[src/rtl/spi_reg_if.sv]
// SPI mode-0 slave front end: decodes one W/addr/data frame per CS_N assertion
// into a single read or write request toward the register bank.
module spi_reg_if #(
  parameter int ADDR_W = 7,
  parameter int REG_W  = 8
) (
  input  logic              clk,
  input  logic              rstb,
  input  logic              ena,
  input  logic              spi_cs_n,
  input  logic              spi_sclk,
  input  logic              spi_mosi,
  output logic              spi_miso,
  output logic              wr_rdn,
  output logic [ADDR_W-1:0] addr,
  output logic [REG_W-1:0]  wdata,
  output logic              we,
  input  logic [REG_W-1:0]  rdata,
  input  logic              ack,
  input  logic              err,
  output logic              err_flag
);
  localparam int CNT_W = $clog2(ADDR_W + REG_W);

  typedef enum logic [2:0] {IDLE, CMD, RD_REQ, DATA, WR_REQ, DONE} state_t;

  state_t             state;
  logic [1:0]         cs_q, sclk_q, mosi_q;
  logic               cs_prev, sclk_prev;
  logic               cs_n_s, mosi_s, rise, fall, start;
  logic [CNT_W-1:0]   cnt;
  logic [ADDR_W-1:0]  cmd_sh;
  logic [REG_W-2:0]   data_sh;
  logic [REG_W-2:0]   miso_sh;  // bits still to send; MSB goes straight to spi_miso
  logic               is_wr;

  // Synchronisers reset to 0 so a CS_N already low at reset release is not
  // mistaken for a frame start.
  always_ff @(posedge clk or negedge rstb) begin
    if (!rstb) begin
      cs_q      <= '0;
      sclk_q    <= '0;
      mosi_q    <= '0;
      cs_prev   <= 1'b0;
      sclk_prev <= 1'b0;
    end else begin
      cs_q      <= {cs_q[0], spi_cs_n};
      sclk_q    <= {sclk_q[0], spi_sclk};
      mosi_q    <= {mosi_q[0], spi_mosi};
      cs_prev   <= cs_q[1];
      sclk_prev <= sclk_q[1];
    end
  end

  assign cs_n_s = cs_q[1];
  assign mosi_s = mosi_q[1];
  assign rise   = sclk_q[1] & ~sclk_prev;
  assign fall   = ~sclk_q[1] & sclk_prev;
  assign start  = cs_prev & ~cs_n_s;

  always_ff @(posedge clk or negedge rstb) begin
    if (!rstb) begin
      state    <= IDLE;
      spi_miso <= 1'b0;
      wr_rdn   <= 1'b0;
      addr     <= '0;
      wdata    <= '0;
      we       <= 1'b0;
      err_flag <= 1'b0;
      cnt      <= '0;
      cmd_sh   <= '0;
      data_sh  <= '0;
      miso_sh  <= '0;
      is_wr    <= 1'b0;
    end else if (!ena) begin
      state    <= IDLE;
      spi_miso <= 1'b0;
      if (we && ack) we <= 1'b0;
    end else begin
      case (state)
        IDLE: begin
          spi_miso <= 1'b0;
          if (we && ack) we <= 1'b0;
          else if (start && !we) begin
            err_flag <= 1'b0;
            cnt      <= '0;
            cmd_sh   <= '0;
            data_sh  <= '0;
            miso_sh  <= '0;
            state    <= CMD;
          end
        end
        CMD: begin
          if (cs_n_s) begin
            err_flag <= 1'b1;
            state    <= IDLE;
          end else if (rise) begin
            cmd_sh <= {cmd_sh[ADDR_W-2:0], mosi_s};
            cnt    <= cnt + 1'b1;
            if (cnt == CNT_W'(ADDR_W)) begin
              is_wr <= cmd_sh[ADDR_W-1];
              addr  <= {cmd_sh[ADDR_W-2:0], mosi_s};
              cnt   <= '0;
              if (cmd_sh[ADDR_W-1]) state <= DATA;
              else begin
                we     <= 1'b1;
                wr_rdn <= 1'b0;
                state  <= RD_REQ;
              end
            end
          end
        end
        RD_REQ: begin
          if (we && ack) begin
            we <= 1'b0;
            if (err) err_flag <= 1'b1;
            if (cs_n_s) begin
              err_flag <= 1'b1;
              state    <= IDLE;
            end else begin
              miso_sh  <= err ? '0 : rdata[REG_W-2:0];
              spi_miso <= err ? 1'b0 : rdata[REG_W-1];
              state    <= DATA;
            end
          end else if (cs_n_s) begin
            err_flag <= 1'b1;  // aborted, but we is held until the bank acks
          end else if (fall) begin
            we       <= 1'b0;
            err_flag <= 1'b1;
            miso_sh  <= '0;
            spi_miso <= 1'b0;
            state    <= DATA;
          end
        end
        DATA: begin
          if (cs_n_s) begin
            err_flag <= 1'b1;
            spi_miso <= 1'b0;
            state    <= IDLE;
          end else begin
            // The fall before the first data rise must not shift: MSB is still on the wire.
            if (fall && !is_wr && cnt != '0) begin
              miso_sh  <= {miso_sh[REG_W-3:0], 1'b0};
              spi_miso <= miso_sh[REG_W-2];
            end
            if (rise) begin
              data_sh <= {data_sh[REG_W-3:0], mosi_s};
              cnt     <= cnt + 1'b1;
              if (cnt == CNT_W'(REG_W - 1)) begin
                spi_miso <= 1'b0;
                if (is_wr) begin
                  wdata  <= {data_sh, mosi_s};
                  wr_rdn <= 1'b1;
                  we     <= 1'b1;
                  state  <= WR_REQ;
                end else begin
                  state <= DONE;
                end
              end
            end
          end
        end
        WR_REQ: begin
          if (ack) begin
            we <= 1'b0;
            if (err) err_flag <= 1'b1;
            state <= DONE;
          end
        end
        DONE: begin
          spi_miso <= 1'b0;
          if (cs_n_s) state <= IDLE;
        end
        default: state <= IDLE;
      endcase
    end
  end
endmodule

[config.mk]
export PLATFORM = sky130hd
export DESIGN_NAME = spi_reg_if
export DESIGN_NICKNAME = d
export VERILOG_FILES = /design/src/rtl/spi_reg_if.sv
export SDC_FILE = /design/constraint.sdc
export NUM_CORES = 1
export LEC_CHECK = 0
export ABC_AREA = 0
export CORE_ASPECT_RATIO = 0.9
export CORE_MARGIN = 3
export CORE_UTILIZATION = 49
export CTS_CLUSTER_SIZE = 20
export DETAILED_ROUTE_END_ITERATION = 7
export GPL_TIMING_DRIVEN = 0
export PLACE_DENSITY = 0.72
export SKIP_LAST_GASP = 1
export SLEW_MARGIN = 10
export SYNTH_ARGS = -nofsm -noshare
export SYNTH_HDL_FRONTEND = slang
export SYNTH_SLANG_ARGS = --single-unit
[constraint.sdc]
create_clock -name clk -period 2.2 [get_ports clk]
set_input_delay 0.66 -clock clk [delete_from_list [all_inputs] [get_ports clk]]
set_output_delay 0.66 -clock clk [all_outputs]
set_load 0.02 [all_outputs]
Yosys cells after proc, flatten, opt, wreduce, memory -nomap -nowiden. Index checks and enable logic that the tools add are counted.

Flip-flop bits (word level): 56. Bits of input ports: 16. Output and inout port bits: 19. Logic and storage cells: 175.

$add $sub $neg: 1. Equality and inequality tests: 43. Multiplexer cells: 81. Bitwise operators: 6. Reductions and logical operators: 27.

Operators with widths (number): 7-bit 2-to-1 mux (13); 3-bit 2-to-1 mux (14); 3-bit != test, second input constant (14); 1-bit 2-to-1 mux (37); 4-bit 2-to-1 mux (7); 4-bit != test, second input constant (7); 7-bit one-hot mux with 2 select lines (2); 2-bit != test, second input constant (13); 7-bit one-hot mux with 3 select lines (1); 10-bit AND reduction (2); 3-bit one-hot mux with 6 select lines (1); 6-bit AND reduction (3); 8-bit AND reduction (2); 4-bit one-hot mux with 3 select lines (1); 12-bit AND reduction (1); 4-bit nonzero test (2); 7-bit AND reduction (1); 3-bit by 2-bit == test with 1-bit output, second input constant (2); 3-bit == test, second input constant (2); 6-bit by 1-bit != test with 1-bit output, second input constant (1); 2-bit nonzero test (3); 3-bit nonzero test (2); 1-bit one-hot mux with 5 select lines (1); 5-bit AND reduction (1); other kinds (16) (25).

Longest topological paths before layout.
Depth after elaboration: 10. Mapped depth: 8. Gate-level depth less buffers: 6.

Least setup slack after synthesis. No wires, ideal clock.

Path type: in2reg. From: input ack. To: register miso_sh[1]. Data arrival time: 1907 ps. Required time: 2075 ps. Setup slack: 168 ps. Cell stages on the path: 6. Path buffers: 1. Cell sequence: nand2_1 -> a21oi_1 -> nor2_1 -> or4_1 -> buf_6 -> mux2_4.

Word-level cells in the longest chain between the ends: 3. Elaborated cells on any way between the ends: 6. Classes of those cells: eq/ne: 2; mux: 2; reduce/logical: 2.

Ends and longest elaborated chain: from (decl) (line 19) `input logic ack,`; 1-bit logical AND (*) (line 83, 114); 3-bit != test (no line) (tied with other cells); 8-bit AND reduction (no line) or 7-bit one-hot mux with 3 select lines (tied branches); to (signal assigned) (line 121) `miso_sh <= err ? '0 : rdata[REG_W-2:0];`; to (signal assigned) (line 143) `miso_sh <= {miso_sh[REG_W-3:0], 1'b0};`; to (decl) (line 34) `logic [REG_W-2:0] miso_sh;`.

Mark *: on every way between the ends. The rest lies on a longest branch, timed or not. A chain may end at the register's enable or synchronous reset.

Worst setup path after layout.
From: register state[0]. To: register state[0].

Word-level cells in the longest chain between the ends: 3. Elaborated cells on any way between the ends: 19. Classes of those cells: eq/ne: 15; mux: 2; reduce/logical: 2.

Ends and longest elaborated chain: from (decl) (line 27) `state_t state;`; from (signal assigned) (line 63) `state <= IDLE;`; from (signal assigned) (line 76) `state <= IDLE;`; from (signal assigned) (line 90) `state <= CMD;`; 3-bit by 1-bit == test with 1-bit output (tied with other cells) (line 80) `case (state)`; 4-bit != test (no line) (tied with other cells); 10-bit AND reduction (no line) or 3-bit 2-to-1 mux (tied branches).

Parallel ways exist; a longest one is shown, timed or not.

==> key figures <==
Run status
  • Status: finished, final reports clean

CTS
  • CTS tree: yes
  • # clock sinks: 56
  • Hold buffers post-CTS: 0
  • Clock latency on the worst-skew pair: 0.30 ns
  • Num CTS Buffers: 5
  • CTS Root Cell: clkbuf_8
  • CTS Buffer Depth: 2
  • Clock slew at reported path FFs: 0.09 ns
  • # H-tree levels: 2

Timing
  • Clock Skew: 0.008515 ns
  • Worst setup margin: 0.07004 ns
  • Final setup fails: 0
  • RSZ-0062 raised after global routing: true
  • Max Slew Vio Count: 0
  • FMAX: 469.5 MHz
  • Relative slew slack: 46.71%
  • Minimum clock period: 2.130 ns
  • Worst-margin pin slew: 0.7932 ns
  • Hold Vio Cnt, Final: 0
  • Final period utilization: 96.82%
  • Setup tns final: 0 ns

Critical path
  • Crit Path Class: reg2reg
  • WP data required: 2.38 ns
  • Crit path DAT: 2.31 ns
  • CP endpoint kind: register
  • Critical Path Start Type: register
  • Worst Path Max Fanout: 10
  • Worst Setup SP: state[0]
  • Reg2reg start: state[0]

Place
  • Pre-CTS setup slack: -0.6352 ns
  • IO Port Bufs: 34
  • Dpl hpwl: 3.934 mm
  • Final Wtd Congestion: 0.8711

Synth
  • Top FF cell, synth: dfrtp_1
  • Adder-Cell Fraction of Synth Area: 0.9174%
  • Synth cell types: 53
  • Sequential area share after synthesis: 51.38%
  • EDFF count, synth: 0
  • FFs w/ async S/R, synth: 100.0%
  • Synth Cell Area: 2728 um^2
  • Synth Area per Inst: 11.09 um^2
  • Largest family of logic cells by synthesized area: simple AND/OR/NAND/NOR gates
  • Post-Synth Simple-Gate Area: 16.38%
  • Post-synthesis xor/xnor area fraction: 0.3211%
  • Syn_nets: 264
  • Synth Instances: 246
  • Yosys warning count: 0
  • Mux share of post-synthesis cell area: 11.83%
  • Synthesized flop and latch total: 56
  • Compound-Gate Fraction of Synth Area: 15.37%

Floorplanning
  • Initial core utilization: 51.29%
  • Core area: 5318 um^2
  • Io pins: 35
  • Die W: 84.65 um
  • Die area: 6499 um^2
  • # rows: 25
  • Chip height: 76.78 um

GRT
  • Number of global-route vias before repair: 1,968
  • Largest net degree at the start of global routing: 34
  • All-layer global routing usage: 17.84%
  • Antenna violations before repair: 0
  • Grt ovf: 0
  • Global-route wire length before repair: 9.466 mm

Power
  • Leakage power: 1.482 nW
  • Power Total: 2.940 mW
  • Max rail drop VDD: 518.6 uV
  • Power Dens Cells: 889.0 nW/um^2

Route
  • DR DRC count: 0
  • Final wirelength: 5.491 mm
  • Vias: 2,031
  • Vias/cell: 5.657
  • Post-DRT Antenna Nets: 0
  • Drt pass-1 iters: 4
  • 1st-iter DRT viols: 143
  • Routed len/inst: 15.30 um

Finish
  • ANT cells: 0
  • Fillers: 447
  • Layout area overhead: 21.24%
  • Register Area: 1401 um^2
  • Area of the multi-input gates: 1246 um^2
  • Final #Nets: 309
  • Fraction of layout cells with a size suffix above 1: 18.84%

Run
  • Max-Cap Viols: 0

Worst hold path
  • Min-delay worst type: in2async
## power by group
| part | internal [mW] | leakage [nW] | switching (mW) | total, mW |
|---|---|---|---|---|
| registers | 1.15 | 0.749 | 0.118 | 1.27 |
| logic | 0.490 | 0.692 | 0.633 | 1.12 |
| clock network | 0.227 | 0.0414 | 0.320 | 0.547 |
| total | 1.87 | 1.48 | 1.07 | 2.94 |
## sequential cells by signal, indices dropped and copies added (netlist names), 2 cells and up
name,cells
sclk_q,2
cnt,4
data_sh,7
cs_q,2
cmd_sh,7
wdata,8
state,3
miso_sh,7
addr,7
mosi_q,2
## per-layer routing
layer	global-route usage, %	share of wire, %	vias to the layer above
met5	0	0	-
met2	26.53	44	51
met4	4.905	1.1	0
met3	3.437	5.7	7
li1	-	-	989
met1	26.66	49	984
## synthesized netlist by cell type (all sizes together), types with 5 or more instances
cell,instances,area (um^2)
buf,6,47.54
a22o,13,113.9
inv,9,33.78
nand2b,10,62.56
clkbuf,6,22.52
dfrtp,56,1401
o21ai,11,55.05
a31oi,5,31.28
nand2,28,105.1
a21oi,8,40.04
mux2,24,292.8
nor2,12,47.55
## path summary, 6_finish.rpt
| path | end | slack, ns | depth (start not counted) |
|---|---|---|---|
| min in group clk | cs_q[1] | 0.36 | 0 |
| worst min-delay path | err_flag | 0.34 | 1 |
| worst min register to register | cs_q[1] | 0.36 | 0 |
| worst max-delay path | state[0] | 0.07 | 6 |
| max in group asynchronous | cnt[3] | 1.29 | 2 |
| worst max register to register | state[0] | 0.07 | 6 |
## critical path: stages (launching register included)
cell and delay (ns):
dfrtp_1 0.47, clkbuf_2 0.23, nor3b_1 0.45, a31oi_1 0.19, a21oi_1 0.26, nor2_1 0.10, mux2_1 0.32
## cells by family (layout without fill, tap and decap cells)
group / Yosys count / after routing
adders and majority gates: 2 / 2
buffers and inverters: 21 / 67
muxes: 27 / 27
xor gates and xnor gates: 1 / 1
DFF: 56 / 56
and+or+nand+nor: 82 / 82
AOI/OAI and AO/OA: 57 / 57
## stage by stage
step	hold slack, ns	util, %	instances	instance area [um^2]
2_1_floorplan	0.3312	-	246	2728
3_3_place_gp	0.3326	59.27	347	3152
3_5_place_dp	0.3373	59.55	348	3167
4_1_cts	0.3456	61.65	357	3278
5_1_grt	0.3628	62.19	359	3307
6_report	0.3373	62.19	359	3307
## final cells by class
class	count	share of cell area, %
clock inverters	2	0.4919
clock buffers	6	2.194
inverters	9	1.022
multi-input cells	169	37.68
well taps	67	2.535
plain buffers	12	2.270
repair buffers	38	11.43
flip-flops and latches	56	42.38
## placed cells by master, fill, tap and decap left out, types with 4 or more instances in the layout
master and count:
clkbuf_2 4, nand2_1 27, mux2_4 6, dfrtp_1 56
a21oi_1 7, mux2_2 17, inv_1 8, clkdlybuf4s50_1 32
nand2b_1 10, a31oi_1 5, a22o_1 13, o21ai_0 11
clkbuf_8 5, nor2_1 11
## what timing repair did
action / 4_1_cts / 5_1_grt
endpoints found under the setup margin: 29 / 23
setup buffers: 1 / 2
pin swaps: 1 / 1
endpoints found under the hold margin: 0 / 0
gates resized for setup: 5 / 9
Power figures use the tool's default switching activity.
